[src/rtl/audio_pkg.sv]
// Shared definitions for the audio envelope shaper: state encodings, level
// width and saturating level-step helpers.
package audio_pkg;

  localparam int ENV_LEVEL_W = 4;
  localparam logic [ENV_LEVEL_W-1:0] ENV_LEVEL_MAX = 4'd15;

  typedef enum logic [2:0] {
    ENV_IDLE    = 3'd0,
    ENV_ATTACK  = 3'd1,
    ENV_DECAY   = 3'd2,
    ENV_SUSTAIN = 3'd3,
    ENV_RELEASE = 3'd4
  } env_state_e;

  function automatic logic [ENV_LEVEL_W-1:0] level_inc(input logic [ENV_LEVEL_W-1:0] lvl);
    return (lvl == ENV_LEVEL_MAX) ? ENV_LEVEL_MAX : lvl + 4'd1;
  endfunction

  function automatic logic [ENV_LEVEL_W-1:0] level_dec(input logic [ENV_LEVEL_W-1:0] lvl);
    return (lvl == 4'd0) ? 4'd0 : lvl - 4'd1;
  endfunction

endpackage

[src/rtl/env_pwm.sv]
// 16-slot PWM gate: a free-running slot counter compared against the current
// envelope level, so level N opens the gate for N of every 16 cycles.
module env_pwm
  import audio_pkg::*;
(
  input  logic                   clk,
  input  logic                   rst,
  input  logic [ENV_LEVEL_W-1:0] level,
  output logic                   gate
);

  logic [ENV_LEVEL_W-1:0] pwm_cnt_q;
  logic [ENV_LEVEL_W-1:0] pwm_cnt_d;

  always_comb begin
    pwm_cnt_d = pwm_cnt_q + 4'd1;
    gate      = (pwm_cnt_q < level);
  end

  always_ff @(posedge clk) begin
    if (rst) begin
      pwm_cnt_q <= '0;
    end else begin
      pwm_cnt_q <= pwm_cnt_d;
    end
  end

endmodule

[src/rtl/audio_envelope.sv]
// ADSR envelope shaper: steps a 4-bit level once per TICK_DIV cycles and gates
// the incoming tone through a level-controlled PWM onto a single audio bit.
//   state   | meaning
//   IDLE    | silent, level held at 0, waiting for a note
//   ATTACK  | level rising toward 15
//   DECAY   | level falling toward SUSTAIN_LEVEL
//   SUSTAIN | level held while the note is held
//   RELEASE | note ended, level falling toward 0
module audio_envelope
  import audio_pkg::*;
#(
  parameter int TICK_DIV      = 65536,
  parameter int SUSTAIN_LEVEL = 8
) (
  input  logic                   clk,
  input  logic                   rst,
  input  logic                   tone_in,
  input  logic [7:0]             note_code,
  input  logic                   audio_en,
  output logic                   audio_out,
  output logic [ENV_LEVEL_W-1:0] env_level,
  output logic [2:0]             env_state
);

  localparam int PRE_W = $clog2(TICK_DIV);
  localparam logic [PRE_W-1:0] PRE_LAST = PRE_W'(TICK_DIV - 1);
  localparam logic [ENV_LEVEL_W-1:0] SUS_LVL = ENV_LEVEL_W'(SUSTAIN_LEVEL);

  logic [7:0]             note_prev_q, note_prev_d;
  logic [PRE_W-1:0]       pre_q, pre_d;
  env_state_e             state_q, state_d;
  logic [ENV_LEVEL_W-1:0] level_q, level_d;
  logic                   audio_out_q, audio_out_d;

  logic trigger;
  logic release_req;
  logic tick;
  logic gate;

  always_comb begin
    trigger     = (note_code != note_prev_q) && (note_code != 8'd0);
    release_req = (note_code == 8'd0) && (note_prev_q != 8'd0);
    tick        = (pre_q == PRE_LAST);
    note_prev_d = note_code;
    // Restarting the prescaler on a trigger makes the first step land a full
    // TICK_DIV after the note edge, independent of the previous phase.
    if (trigger || tick) begin
      pre_d = '0;
    end else begin
      pre_d = pre_q + 1'b1;
    end
  end

  always_comb begin
    state_d = state_q;
    level_d = level_q;
    if (trigger) begin
      state_d = ENV_ATTACK;
    end else if (release_req &&
                 (state_q == ENV_ATTACK || state_q == ENV_DECAY || state_q == ENV_SUSTAIN)) begin
      state_d = ENV_RELEASE;
    end else if (tick) begin
      case (state_q)
        ENV_ATTACK: begin
          level_d = level_inc(level_q);
          if (level_d == ENV_LEVEL_MAX) begin
            state_d = ENV_DECAY;
          end
        end
        ENV_DECAY: begin
          if (level_q > SUS_LVL) begin
            level_d = level_dec(level_q);
            if (level_d == SUS_LVL) begin
              state_d = ENV_SUSTAIN;
            end
          end else begin
            state_d = ENV_SUSTAIN;
          end
        end
        ENV_RELEASE: begin
          level_d = level_dec(level_q);
          if (level_d == 4'd0) begin
            state_d = ENV_IDLE;
          end
        end
        default: begin
          state_d = state_q;
        end
      endcase
    end
  end

  env_pwm u_pwm (
    .clk   (clk),
    .rst   (rst),
    .level (level_q),
    .gate  (gate)
  );

  always_comb begin
    audio_out_d = tone_in & gate & audio_en;
  end

  always_ff @(posedge clk) begin
    if (rst) begin
      note_prev_q <= '0;
      pre_q       <= '0;
      state_q     <= ENV_IDLE;
      level_q     <= '0;
      audio_out_q <= 1'b0;
    end else begin
      note_prev_q <= note_prev_d;
      pre_q       <= pre_d;
      state_q     <= state_d;
      level_q     <= level_d;
      audio_out_q <= audio_out_d;
    end
  end

  assign audio_out = audio_out_q;
  assign env_level = level_q;
  assign env_state = state_q;

endmodule

[config.mk]
export PLATFORM = sky130hd
export DESIGN_NAME = audio_envelope
export DESIGN_NICKNAME = d
export VERILOG_FILES = /design/src/rtl/audio_pkg.sv /design/src/rtl/env_pwm.sv /design/src/rtl/audio_envelope.sv
export SDC_FILE = /design/constraint.sdc
export NUM_CORES = 1
export LEC_CHECK = 0
export ABC_AREA = 1
export CORE_MARGIN = 4
export CORE_UTILIZATION = 61
export DETAILED_ROUTE_END_ITERATION = 7
export PLACE_DENSITY = 0.82
export SLEW_MARGIN = 20
export SYNTH_ARGS = -nofsm -noshare
export SYNTH_HDL_FRONTEND = slang
export SYNTH_SLANG_ARGS = --single-unit
[constraint.sdc]
create_clock -name clk -period 3.7 [get_ports clk]
set_input_delay 0.74 -clock clk [delete_from_list [all_inputs] [get_ports clk]]
set_output_delay 0.74 -clock clk [all_outputs]
set_load 0.03 [all_outputs]
==> flow_summary.yaml, run 1 <==
floorplan:
  start_util: 0.648
  num_rows: 20
  die-area_um2: 4310
  core_area_um2: 3130
  die_x_um: 65.6
  io_pins: 20
  dieHeight_um: 65.6
timing:
  hold_slack_ps: 463
  rsz0062_at_grt: "no"
  slew_viol_final: 0
  post-route-period-util: 0.633
  setup_violations: 0
  fmax_mhz: 427
  slew_headroom: 0.650
  period_minus_slack_ps: 2340
  setup_tns_ps: 0
  fin_skew_ps: 6.65
  fin_ws_ps: 1360
  hold_violations: 0
  worstMarginPinSlew_ps: 523
global_routing:
  antenna_found_initial: 0
  top_usage_layer: "met2"
  grt_overflow_total: 0
  grt_use_total: 0.201
  grt_pass1_wl_um: 6880
  use_met2: 0.322
  use_met3: 0.0479
  grt_pass1_vias: 1684
  grt_max_degree: 15
  met1_usage: 0.261
critical_path:
  crit_path_end_kind: "register"
  worstRegToRegCells: 12
  worstPathRequired_ps: 3970
  r2r-start: "env_level[0]"
  worstSetupPathType: "in2reg"
  crit_family: "simple AND/OR/NAND/NOR gates"
  crit_end: "pre_q[13]"
  critical_path.max_fanout: 14
  critPathLaunch: "note_code[4]"
  worst_path_max_delay_cell: "clkdlybuf4s50_1"
  arrival_ps: 2610
  cp.depth: 9
  regToRegSetupSlack_ps: 1760
  setup.worst_path.start_class: "input pin"
  worst-path-buf-inv: 2
  worstPathCellList: "clkdlybuf4s50_1 > nor2_1 > nand3_1 > nor2_1 > inv_1 > nand2_2 > nand3_1 > o21bai_1 > a21oi_1"
  slowest_delay_ps: 430
  reg2reg_to: "env_state[0]"
route:
  routedWlPerCell_um: 10.1
  antenna_left: 0
  initialDrtViolationCount: 173
  post-route-drc-count: 0
  vias: 1843
  dr.pass1.iters: 4
  routed_wl_um: 3680
  viasPerCell: 5.08
synthesis:
  syn_nets: 315
  synth_area_per_cell_um2: 6.87
  netlist_area_um2: 2030
  ys_ff_latch: 36
  synth_warnings: 0
  synth_cell_type_count: 32
  yosysSeqAreaShare: 0.356
  synth_cells: 295
clock_network:
  tritoncts_num_sinks: 36
  clock_path_buffers: 2
  cts_resized: 0
  post_cts_buffers: 0
  clk_latency_ps: 330
  cts_root_buf: "clkbuf_4"
  htreeDepth: 2
  cts_buffers: 5
  hold_buffers: 0
  clk_pin_slew_ps: 100
  cts_tree: "built"
final_layout:
  nets: 339
  seq_area_um2: 721
  mostFrequentLayoutCell: "nand2_1"
  fin_cells: 363
  num-fill-cells: 263
  final_cell_mix: "nand2_1, nor2_1, inv_1"
  multi_input_comb_area_um2: 1140
  antennaDiodeCount: 0
  drive_above_1_share: 0.0909
  area_growth_pct: 14.9
pwr:
  leakage_nw: 1.00
  p_per_area_nw_per_um2: 296
  ir_drop_mv: 0.247
run_status:
  status: "finished, final reports clean"
flow_run:
  cap_violations: 0
min_path:
  hp-class: "reg2reg"
placement:
  place_hpwl_um: 2840
  port_buffers: 19
  place_ws_ps: 995
  post-place-cells: 356
  gp_congestion: 0.920
-- report_power, final --
group          internal, mW  switching (mW)
logic                0.0261          0.0280
clock network         0.108           0.124
registers             0.396         0.00659
-- worst reg2reg max path, cell delays in order, from the launching register on --
cell	delay [ps]
dfxtp_1	460
inv_1	160
ha_1	260
nand3_1	150
nand3_1	140
nand3_1	130
nor2_1	60
nor2_1	170
nor2_4	60
nand3_1	70
nand3_1	70
nand2_1	60
inv_1	50
-- synthesized netlist by cell type, drive strengths merged --
cell / n / area share
nand2: 76 / 0.15
nor2: 59 / 0.13
inv: 41 / 0.076
dfxtp: 36 / 0.36
nand3: 22 / 0.068
nand4: 11 / 0.034
a21oi: 8 / 0.020
ha: 8 / 0.049
nor3: 6 / 0.023
o21ai: 6 / 0.015
xor2: 5 / 0.022
xnor2: 4 / 0.017
a31oi: 2 / 0.0062
o21bai: 2 / 0.0074
a211oi: 1 / 0.0037
a221oi: 1 / 0.0043
buf: 1 / 0.0025
clkbuf: 1 / 0.0019
nand3b: 1 / 0.0037
nor3b: 1 / 0.0062
o211ai: 1 / 0.0037
o21a: 1 / 0.0037
or2: 1 / 0.0031
-- kinds of logic (layout without fill, tap and decap cells) --
| logic type | after synthesis | in the layout | share of synthesized area |
|---|---|---|---|
| AND/OR/NAND/NOR | 177 | 177 | 0.412 |
| buffers and inverters | 43 | 67 | 0.0802 |
| flip-flops | 36 | 36 | 0.356 |
| AO/OA/AOI/OAI | 22 | 22 | 0.0636 |
| XOR/XNOR | 9 | 9 | 0.0389 |
| adder cells (fa/ha/maj) | 8 | 8 | 0.0494 |
-- routing by layer --
metal | up-vias | share of wire
met5 | - | 0
met4 | 0 | 0.0084
met3 | 4 | 0.052
met2 | 53 | 0.44
met1 | 798 | 0.50
li1 | 988 | -
-- worst min-delay path by stage --
stage | startpoint | to | slack (ps) | cells past startpoint
global route | u_pwm.pwm_cnt_q[0] | u_pwm.pwm_cnt_q[0] | 490 | 1
finish | u_pwm.pwm_cnt_q[0] | u_pwm.pwm_cnt_q[0] | 460 | 1
CTS | u_pwm.pwm_cnt_q[0] | u_pwm.pwm_cnt_q[0] | 470 | 1
detailed placement | u_pwm.pwm_cnt_q[0] | u_pwm.pwm_cnt_q[0] | 440 | 1
floorplan | u_pwm.pwm_cnt_q[0] | u_pwm.pwm_cnt_q[0] | 410 | 1
global placement | u_pwm.pwm_cnt_q[0] | u_pwm.pwm_cnt_q[0] | 440 | 1
-- state kept, by name, indices dropped and copies added (netlist names) --
| name | flops |
|---|---|
| env_level | 4 |
| u_pwm.pwm_cnt_q | 4 |
| env_state | 3 |
| audio_out | 1 |
| note_prev_q | 8 |
| pre_q | 16 |
-- metrics by stage --
step	area (um2)	power (mW)	util
2_1_floorplan	2030	0.443	-
3_3_place_gp	2260	0.465	0.724
3_5_place_dp	2260	0.465	0.724
4_1_cts	2330	0.693	0.744
5_1_grt	2330	0.720	0.744
6_report	2330	0.688	0.744
-- cell type report --
| type | instances | area share |
|---|---|---|
| multi-input combinational | 216 | 0.491 |
| tap | 44 | 0.0236 |
| inverter | 41 | 0.0661 |
| clock buffer | 7 | 0.0279 |
| sequential | 36 | 0.310 |
| timing repair buffer | 19 | 0.0817 |
No activity file was read; power rests on OpenSTA's default activity.
==> inputs of run 2 (changes only) <==
- CORE_UTILIZATION: 61 -> 56
- PLACE_DENSITY: 0.82 -> 0.77
- clock period: 3.7 -> 2.2 ns (I/O delays scaled with it)
==> flow_summary.yaml, run 2 (synthesis results as in run 1) <==
run_status:
  status: "finished, final reports clean"
pwr:
  seqPwrFrac: 0.609
  clockPowerShare: 0.307
  switchingPower_mw: 0.273
  internal_power_mw: 0.840
  leakage_nw: 1.01
  ir_drop_mv: 0.369
  p_sw_frac: 0.245
  power.total_mw: 1.11
  comb_power_share: 0.084
  p_per_area_nw_per_um2: 475
clock_network:
  clk_pin_slew_ps: 100
  post_cts_buffers: 0
  cts_root_buf: "clkbuf_4"
  hold_buffers: 0
  clock_path_buffers: 2
  tritoncts_num_sinks: 36
  htreeDepth: 2
  clk_latency_ps: 340
  cts_tree: "built"
  cts_resized: 0
  cts_buffers: 5
critical_path:
  crit_family: "buffers and inverters"
  regToRegSetupSlack_ps: 350
  worstPathRequired_ps: 1760
  worst-path-buf-inv: 1
  setup.worst_path.start_class: "register"
  worstSetupPathType: "reg2out"
  worst_path_max_delay_cell: "clkdlybuf4s50_1"
  slowest_delay_ps: 730
  critical_path.max_fanout: 8
  crit_path_end_kind: "output pin"
  worstPathCellList: "clkdlybuf4s50_1"
  arrival_ps: 1570
final_layout:
  top_regs: "pre_q (16), note_prev_q (8)"
  antennaDiodeCount: 0
  final_cell_mix: "nand2_1, nor2_1, inv_1"
  largest-register: "pre_q"
  mostFrequentLayoutCell: "nand2_1"
  largest_reg_flops: 16
  area_growth_pct: 15.6
  final_util: 0.686
  fin_cells: 369
  nets: 342
  drive_above_1_share: 0.0960
floorplan:
  die_x_um: 68.2
  io_pins: 20
  start_util: 0.593
  core_area_um2: 3420
  dieHeight_um: 68.2
  num_rows: 21
  die-area_um2: 4650
global_routing:
  grt_use_total: 0.198
  grt_max_degree: 14
  grt_pass1_vias: 1732
  antenna_found_initial: 0
  grt_overflow_total: 0
  grt_pass1_wl_um: 6990
timing:
  post-route-period-util: 0.915
  slew_viol_final: 0
  rsz0062_at_grt: "no"
  hold_violations: 0
  period_minus_slack_ps: 2010
  worstMarginPinSlew_ps: 313
  fin_ws_ps: 187
  setup_violations: 0
  slew_headroom: 0.791
  setup_tns_ps: 0
  fin_skew_ps: 10.4
  fmax_mhz: 497
route:
  vias: 1875
  post-route-drc-count: 0
  routedWlPerCell_um: 10.9
  routed_wl_um: 4030
  viasPerCell: 5.08
  initialDrtViolationCount: 137
  antenna_left: 0
  dr.pass1.iters: 4
placement:
  post-place-cells: 361
  place_hpwl_um: 3220
  port_buffers: 19
  gp_congestion: 0.899
  place_ws_ps: 73.5
flow_run:
  cap_violations: 0
min_path:
  hp-class: "reg2reg"
==> run 2: cell count changes in the layout (fill, tap and decap cells not counted), sizes merged <==
| cell | change |
|---|---|
| buf | +3 |
| clkinv | +1 |
==> run 2: final timing paths <==
| kind | start | end | cells past startpoint |
|---|---|---|---|
| setup / recovery | env_level[3] | env_level[3] | 1 |
| hold / removal | u_pwm.pwm_cnt_q[0] | u_pwm.pwm_cnt_q[0] | 1 |
| setup reg to reg | env_level[1] | env_state[0] | 13 |
| hold reg to reg | u_pwm.pwm_cnt_q[0] | u_pwm.pwm_cnt_q[0] | 1 |
==> run 2: layer usage <==
layer  part of all wire  vias up  track usage
li1                   -      991            -
met1               0.48      830        0.252
met2               0.46       41        0.313
met3              0.036       13       0.0443
met4              0.027        0        0.102
met5                  0        -            0
==> run 2: per-stage QoR <==
stage | instance area (um2) | hold WS, ps
floorplan | 2030 | 414
global placement | 2290 | 433
detailed placement | 2290 | 446
CTS | 2340 | 473
global route | 2340 | 495
finish | 2340 | 462
==> run 2: worst reg2reg max path, delay by kind of cell, from the launching register on <==
kind,cells,cell delay [ps]
fa+ha+maj,1,230
flops,1,450
buf+inv,3,270
simple gates,9,880
==> run 2: power by group through the flow <==
stage          Sequential [mW]  Combinational, mW  Clock, mW
6_report                 0.677             0.0934      0.342
3_3_place_gp             0.692             0.0914          0
2_1_floorplan            0.693             0.0524          0
3_5_place_dp             0.692             0.0936          0
5_1_grt                  0.680              0.108      0.384
4_1_cts                  0.677             0.0940      0.359
==> run 2: layout make-up <==
type                       instances  area [um2]
multi-input combinational        216        1140
fill                             313        1070
sequential                        36         721
timing repair buffer              22         213
inverter                          41         154
tap                               46        57.6
clock buffer                       7        45.0
clock inverter                     1        8.76
==> inputs of run 3 (changes only) <==
- CORE_UTILIZATION: 56 -> 45
- CTS_CLUSTER_SIZE: default -> 10
- PLACE_DENSITY: 0.77 -> 0.63
==> flow_summary.yaml, run 3 (synthesis results as in run 1) <==
clock_network:
  clk_pin_slew_ps: 70
  cts_root_buf: "clkbuf_8"
  cts_resized: 0
  cts_buffers: 5
  clock_path_buffers: 2
  hold_buffers: 0
  tritoncts_num_sinks: 36
  clk_latency_ps: 280
  post_cts_buffers: 0
  cts_tree: "built"
  htreeDepth: 2
critical_path:
  worst_path_max_delay_cell: "clkdlybuf4s50_1"
  worstPathCellList: "clkdlybuf4s50_1"
  arrival_ps: 1510
  setup.worst_path.start_class: "register"
  slowest_delay_ps: 730
  worstSetupPathType: "reg2out"
  crit_family: "buffers and inverters"
  worstPathRequired_ps: 1760
  critical_path.max_fanout: 8
  worst-path-buf-inv: 1
  crit_path_end_kind: "output pin"
route:
  viasPerCell: 4.90
  initialDrtViolationCount: 84
  vias: 1836
  dr.pass1.iters: 4
  routedWlPerCell_um: 10.7
  post-route-drc-count: 0
  antenna_left: 0
  routed_wl_um: 4010
pwr:
  clockPowerShare: 0.384
  power.total_mw: 1.25
  p_sw_frac: 0.227
  p_per_area_nw_per_um2: 523
  internal_power_mw: 0.965
  switchingPower_mw: 0.284
  leakage_nw: 1.02
  seqPwrFrac: 0.542
  ir_drop_mv: 0.389
  comb_power_share: 0.074
timing:
  setup_tns_ps: 0
  fin_ws_ps: 251
  fmax_mhz: 513
  post-route-period-util: 0.886
  rsz0062_at_grt: "no"
  hold_slack_ps: 454
  slew_viol_final: 0
  fin_skew_ps: 3.58
  setup_violations: 0
  period_minus_slack_ps: 1950
  slew_headroom: 0.778
  hold_violations: 0
  worstMarginPinSlew_ps: 333
final_layout:
  largest_reg_flops: 16
  top_regs: "pre_q (16), note_prev_q (8)"
  fin_area_um2: 2390
  drive_above_1_share: 0.0991
  antennaDiodeCount: 0
  area_growth_pct: 17.9
  mostFrequentLayoutCell: "nand2_1"
  largest-register: "pre_q"
  final_cell_mix: "nand2_1, nor2_1, inv_1"
  nets: 342
min_path:
  hp-class: "reg2reg"
placement:
  place_hpwl_um: 3110
  place_ws_ps: 121
  gp_congestion: 0.817
  port_buffers: 19
  placed_area_um2: 2300
flow_run:
  cap_violations: 0
global_routing:
  antenna_found_initial: 0
  grt_overflow_total: 0
  grt_max_degree: 14
  grt_use_total: 0.165
  grt_pass1_vias: 1742
  grt_pass1_wl_um: 7180
floorplan:
  die_x_um: 75.1
  die-area_um2: 5640
  num_rows: 24
  core_area_um2: 4350
  start_util: 0.466
  io_pins: 20
  dieHeight_um: 75.1
run_status:
  status: "finished, final reports clean"
[run 3: cell types whose count changed in the layout (fill, tap and decap cells not counted), sizes merged]
cell,before,now
clkinv,1,0
clkinvlp,0,1
[run 3: final cells by class]
class | count | area, um2
Clock inverter | 1 | 7.51
Timing Repair Buffer | 22 | 213
Sequential cell | 36 | 721
Inverter | 41 | 154
Fill cell | 441 | 1960
Clock buffer | 7 | 86.3
Tap cell | 52 | 65.1
Multi-Input combinational cell | 216 | 1140
[run 3: final timing paths]
check        cells past startpoint  slack [ps]                from                  to
max                              1         250        env_level[3]        env_level[3]
min                              1         450  u_pwm.pwm_cnt_q[0]  u_pwm.pwm_cnt_q[0]
max reg2reg                     12         380        env_level[1]        env_state[0]
min reg2reg                      1         450  u_pwm.pwm_cnt_q[0]  u_pwm.pwm_cnt_q[0]
[run 3: power groups by stage]
stage          clock, mW  sequential (mW)  combinational, mW
2_1_floorplan          0            0.693             0.0524
5_1_grt            0.527            0.679              0.107
6_report           0.479            0.677             0.0927
4_1_cts            0.500            0.677             0.0937
3_3_place_gp           0            0.693             0.0929
3_5_place_dp           0            0.692             0.0931
[run 3: through the flow]
step / cells / util
2_1_floorplan: 295 / -
3_3_place_gp: 367 / 0.527
3_5_place_dp: 367 / 0.527
4_1_cts: 375 / 0.549
5_1_grt: 375 / 0.549
6_report: 375 / 0.549
[run 3: layer usage]
metal	vias to the layer above	wire [um]	track usage
met3	7	160	0.0441
met1	826	1890	0.193
met2	17	1870	0.277
li1	986	-	-
met5	-	0	0
met4	0	81	0.0830
